## src/rtl/udp_fifo_pkt_sched.sv

```systemverilog
// Read-side packet scheduler for the camera-to-UDP async FIFO: launches full or flushed
// UDP packets and serves tx_req byte requests by popping the FIFO.
module udp_fifo_pkt_sched #(
    parameter int unsigned DEPTH_WIDTH   = 11,
    parameter int unsigned PKT_LEN       = 1024,
    parameter int unsigned LEN_WIDTH     = 16,
    parameter int unsigned FLUSH_TIMEOUT = 4095
) (
    input  logic                 rd_clk,
    input  logic                 rd_rst_n,
    output logic                 fifo_rd_en,
    input  logic [7:0]           fifo_rd_data,
    input  logic                 fifo_rd_empty,
    input  logic [DEPTH_WIDTH:0] fifo_rd_level,
    input  logic                 frame_end,
    output logic                 tx_start_en,
    output logic [LEN_WIDTH-1:0] tx_byte_num,
    input  logic                 tx_req,
    output logic [7:0]           tx_data,
    input  logic                 tx_done,
    output logic                 busy,
    output logic [15:0]          pkt_cnt,
    output logic                 err_underrun
);
    localparam int unsigned LvlW = DEPTH_WIDTH + 1;
    localparam int unsigned TmrW = (FLUSH_TIMEOUT > 0) ? $clog2(FLUSH_TIMEOUT + 1) : 1;
    localparam logic [LvlW-1:0] PktLenLvl = LvlW'(PKT_LEN);
    localparam logic [TmrW-1:0] TmrMax    = TmrW'(FLUSH_TIMEOUT);

    typedef enum logic [1:0] {StIdle, StStart, StSend, StWaitDone} state_e;

    state_e               state_q, state_d;
    logic [LEN_WIDTH-1:0] len_q, len_d;
    logic [LEN_WIDTH-1:0] remain_q, remain_d;
    logic [TmrW-1:0]      idle_tmr_q, idle_tmr_d;
    logic                 flush_pend_q, flush_pend_d;
    logic                 pop_q, pop_d;
    logic [15:0]          pkt_cnt_q, pkt_cnt_d;
    logic                 err_underrun_q, err_underrun_d;
    logic                 flush_clr;
    logic                 lvl_nz;
    logic                 lvl_full;

    assign lvl_nz   = (fifo_rd_level != '0);
    assign lvl_full = (fifo_rd_level >= PktLenLvl);

    always_comb begin
        state_d        = state_q;
        len_d          = len_q;
        remain_d       = remain_q;
        pop_d          = 1'b0;
        pkt_cnt_d      = pkt_cnt_q;
        err_underrun_d = err_underrun_q;
        flush_clr      = 1'b0;
        fifo_rd_en     = 1'b0;
        tx_start_en    = 1'b0;

        unique case (state_q)
            StIdle: begin
                if (lvl_full) begin
                    len_d   = LEN_WIDTH'(PKT_LEN);
                    state_d = StStart;
                end else if ((flush_pend_q || idle_tmr_q == TmrMax) && lvl_nz) begin
                    len_d     = LEN_WIDTH'(fifo_rd_level);
                    state_d   = StStart;
                    flush_clr = 1'b1;
                end
                if (!lvl_nz) begin
                    flush_clr = 1'b1;
                end
            end
            StStart: begin
                tx_start_en = 1'b1;
                remain_d    = len_q;
                state_d     = StSend;
            end
            StSend: begin
                // Underrun requests still consume a byte slot so the count tracks the UDP core.
                if (tx_req && remain_q != '0) begin
                    remain_d = remain_q - 1'b1;
                    if (fifo_rd_empty) begin
                        err_underrun_d = 1'b1;
                    end else begin
                        fifo_rd_en = 1'b1;
                        pop_d      = 1'b1;
                    end
                end
                if (tx_done) begin
                    pkt_cnt_d = pkt_cnt_q + 16'd1;
                    state_d   = StIdle;
                end else if (remain_d == '0) begin
                    state_d = StWaitDone;
                end
            end
            StWaitDone: begin
                if (tx_done) begin
                    pkt_cnt_d = pkt_cnt_q + 16'd1;
                    state_d   = StIdle;
                end
            end
            default: state_d = StIdle;
        endcase

        if (state_q == StIdle && lvl_nz && !lvl_full) begin
            idle_tmr_d = (idle_tmr_q == TmrMax) ? idle_tmr_q : idle_tmr_q + 1'b1;
        end else begin
            idle_tmr_d = '0;
        end

        if (frame_end) begin
            flush_pend_d = 1'b1;
        end else if (flush_clr) begin
            flush_pend_d = 1'b0;
        end else begin
            flush_pend_d = flush_pend_q;
        end
    end

    always_ff @(posedge rd_clk or negedge rd_rst_n) begin
        if (!rd_rst_n) begin
            state_q        <= StIdle;
            len_q          <= '0;
            remain_q       <= '0;
            idle_tmr_q     <= '0;
            flush_pend_q   <= 1'b0;
            pop_q          <= 1'b0;
            pkt_cnt_q      <= '0;
            err_underrun_q <= 1'b0;
        end else begin
            state_q        <= state_d;
            len_q          <= len_d;
            remain_q       <= remain_d;
            idle_tmr_q     <= idle_tmr_d;
            flush_pend_q   <= flush_pend_d;
            pop_q          <= pop_d;
            pkt_cnt_q      <= pkt_cnt_d;
            err_underrun_q <= err_underrun_d;
        end
    end

    // FIFO data arrives one cycle after the pop, so only the select is registered.
    assign tx_data      = pop_q ? fifo_rd_data : 8'h00;
    assign tx_byte_num  = len_q;
    assign busy         = (state_q != StIdle);
    assign pkt_cnt      = pkt_cnt_q;
    assign err_underrun = err_underrun_q;

endmodule

```

## config.mk

```make
export PLATFORM = sky130hd
export DESIGN_NAME = udp_fifo_pkt_sched
export DESIGN_NICKNAME = d
export VERILOG_FILES = /design/src/rtl/udp_fifo_pkt_sched.sv
export SDC_FILE = /design/constraint.sdc
export NUM_CORES = 1
export LEC_CHECK = 0
export BUFFER_PORTS_ARGS = -buffer_cell sky130_fd_sc_hd__buf_2
export CAP_MARGIN = 0
export CORE_ASPECT_RATIO = 2
export CORE_MARGIN = 10
export CORE_UTILIZATION = 55
export DETAILED_ROUTE_END_ITERATION = 16
export HOLD_SLACK_MARGIN = 0.15
export PLACE_DENSITY = 0.78
export RECOVER_POWER = 50
export SYNTH_ARGS = -nofsm -noshare
export SYNTH_HDL_FRONTEND = slang
export SYNTH_SLANG_ARGS = --single-unit
```

## constraint.sdc

```tcl
create_clock -name rd_clk -period 2.7 [get_ports rd_clk]
set_input_delay 0.405 -clock rd_clk [delete_from_list [all_inputs] [get_ports rd_clk]]
set_output_delay 0.405 -clock rd_clk [all_outputs]
set_load 0.03 [all_outputs]
```

==> results.md <==
* Total core area at 0.00601 mm2
* P_sw at 1.89 mW
* First-pass GRT wire length at 15,000 um
* Initial Util at 0.563
* Routability cong. at 0.927
* Max-cap violation count at 1
* Critical path's largest stage delay at 0.48 ns
* CTS H-tree lvls at 3
* Die Area at 0.00987 mm2
* # IOs at 70
* CP max stage cell: or4b_4
* Antenna violations before repair at 0
* Final setup violating endpoints at 0
* Logic pwr share at 0.421
* Total routed wirelength at 9320 um
* Die height at 131 um
* VDD IR max at 0.648 mV
* Clock network power share at 0.282
* Critical path class: register to output port
* Critical Path RT at 2.30 ns
* Final Critical Period at 2.63 ns
* Fin. Hold Viols at 0
* DR vias/cell at 5.98
* DR iter-0 viols at 191
* Worst-path maximum fanout at 5
* Average cell area after synthesis at 8.99 um2
* Slew headroom at 0.00419
* Min-Delay Path Class: input pin to register
* CTS tree: done
* Worst Path Buf+Inv at 2
* Pwr per Cell Area at 1130 mW/mm2
* Final period util at 0.974
* Storage cell area at 0.00153 mm2
* Vias in the first global route at 3,188
* Sequential area share after synthesis at 0.452
* Register share of total power at 0.297
* Hold_buf cts at 0
* Layout cells sized above 1 at 0.208
* Post-DP HPWL at 6890 um
* Netlist cell types at 58
* Worst-path cell chain: inv_2 -> ha_1 -> or4b_4 -> o41a_4 -> nand2_4 -> nor2_1 -> buf_4
* Clk buf depth at 2
* Clock Skew at 0.00716 ns
* GRT overflow at 0
* 1st-pass router iterations at 4
* Pint at 2.81 mW
* Pin count of the biggest net entering global routing at 62
* RSZ-0062 raised after global routing: true
* Main synth FF type: dfrtp_1
* CTS Sinks at 61
* CP top delay family: simple AND/OR/NAND/NOR gates
* PortBufs at 65
* Status: complete, but fails checks
* Final instance area at 0.00417 mm2
* WL/cell at 17.9 um
* Crit end category: output port
* EDFF count, synth at 0
* Hold slack at 0.259 ns
* Antenna diodes at 0
* Final antenna-violating net count at 0
* Synth Instances at 376
* Startpoint types: register
* Via Count at 3,112
* Power, Total at 4.69 mW
* Area of the multi-input gates at 0.00175 mm2
* GRT Resource Usage Total at 0.200
* Worst slew pin tran at 1.49 ns
* Failing checks: capacitance limit
* Clock Pin Slew Worst Setup and Hold Paths at 0.05 ns
* Cell Area, Synth at 0.00338 mm2
* Ys async rst share at 1.00
* Area Growth Syn to Fin at 23.4%
* Final-report max-slew violation count at 0
* Crit path arrival time at 2.23 ns
* Static leakage at 1.94 nW
* TritonCTS buffer count at 9
* Row count at 40
* Worst-Skew Late Latency at 0.33 ns
* Max Fclk at 0.380 GHz
* DR DRC count at 0
* Die W at 75.4 um
* Ys Warns at 0
* Fillers at 482
* Root buffer cell: clkbuf_16
* NumNets Final at 486
* Synthesized flop and latch total at 61
* Switching share of power at 0.402
* Placed Area at 0.00380 mm2
cell families (layout without fill, tap and decap cells):
group | count (synthesis) | in the layout | share of synthesized area
xor gates and xnor gates | 24 | 24 | 0.0622
AOI/OAI and AO/OA | 76 | 76 | 0.150
and+or+nand+nor | 171 | 171 | 0.255
buffers and inverters | 32 | 110 | 0.0404
other | 1 | 4 | 0.00111
DFF | 61 | 61 | 0.452
muxes | 3 | 3 | 0.00963
adders and majority gates | 8 | 8 | 0.0296
cell usage after synthesis (6+ instances only):
master	count	share of area
and2_1	10	0.019
xor2_1	12	0.031
nor3_1	9	0.013
a21boi_0	7	0.016
inv_1	13	0.014
nand4_1	11	0.020
nand3_1	24	0.036
xnor2_1	12	0.031
nand2_1	52	0.058
o21ai_0	19	0.028
nor2_1	30	0.033
dfrtp_1	61	0.45
and3_1	6	0.011
ha_1	8	0.030
clkbuf_1	13	0.014
a21oi_1	12	0.018
o22ai_1	11	0.020
repair_timing:
action                                  in CTS  in global routing
endpoints found under the hold margin        0                  0
endpoints found under the setup margin       1                  1
pin swaps                                    0                  1
resized for setup                            3                  7
buffers inserted                             0                  3
flip-flops by register name, summed over array words and instances (netlist names):
register / flops
pkt_cnt: 16
remain_q: 16
idle_tmr_q: 12
tx_byte_num: 12
state_q: 2
err_underrun: 1
flush_pend_q: 1
pop_q: 1
per-layer routing:
layer  vias to the layer above  global-route usage  wire length (um)
li1                       1489                   -                 -
met1                      1465               0.182              3100
met2                       118               0.356              5250
met3                        40              0.0468               455
met4                         0               0.158               512
met5                         -                   0                 0
layout make-up:
class,count,area share
clock inverter,4,0.0228
tap,63,0.0189
sequential,61,0.367
inverter,13,0.0117
multi-input combinational,286,0.419
timing repair buffer,81,0.102
clock buffer,12,0.0591
worst paths after layout:
check	slack, ns	to	depth (start not counted)	startpoint
setup / recovery	0.07	fifo_rd_en	7	remain_q[0]
hold / removal	0.26	pop_q	2	fifo_rd_empty
setup reg to reg	0.16	state_q[0]	6	remain_q[6]
hold reg to reg	0.47	pkt_cnt[15]	1	pkt_cnt[15]
max in group asynchronous	1.18	remain_q[0]	2	rd_rst_n
min in group asynchronous	0.52	remain_q[11]	2	rd_rst_n
placed cells by master (no fill, tap or decap), drive strengths merged, types with 2 or more instances in the layout:
cell type	n
o41ai	4
o21ai	20
or2	2
o22ai	11
and2	10
ha	8
a21boi	7
or4	5
and3	6
buf	63
inv	13
conb	4
nor3	9
or3	6
a22o	2
o21a	3
nand3	24
nor2	31
nand2b	2
xor2	12
xnor2	12
nor4	5
nand4	11
dfrtp	61
a21o	2
mux2	2
clkbuf	30
a2bb2oi	4
nand2	52
a21oi	12
bufinv	3
power by group through the flow:
stage | registers (mW) | logic (mW) | clock network, mW
3_5_place_dp | 1.40 | 1.94 | 0
4_1_cts | 1.39 | 1.96 | 1.34
6_report | 1.40 | 1.97 | 1.32
3_3_place_gp | 1.39 | 1.89 | 0
2_1_floorplan | 1.56 | 1.17 | 0
5_1_grt | 1.42 | 2.16 | 1.38
through the flow:
| step | std cells | utilization | setup slack [ns] | setup TNS (ns) |
|---|---|---|---|---|
| finish | 520 | 0.694 | 0.0689 | 0 |
| global route | 520 | 0.694 | -0.00235 | -0.00235 |
| CTS | 517 | 0.693 | 0.0286 | 0 |
| detailed placement | 501 | 0.634 | 0.122 | 0 |
| global placement | 501 | 0.634 | 0.183 | 0 |
| floorplan | 379 | - | 0.177 | 0 |
(Power assumes the default switching activity.)
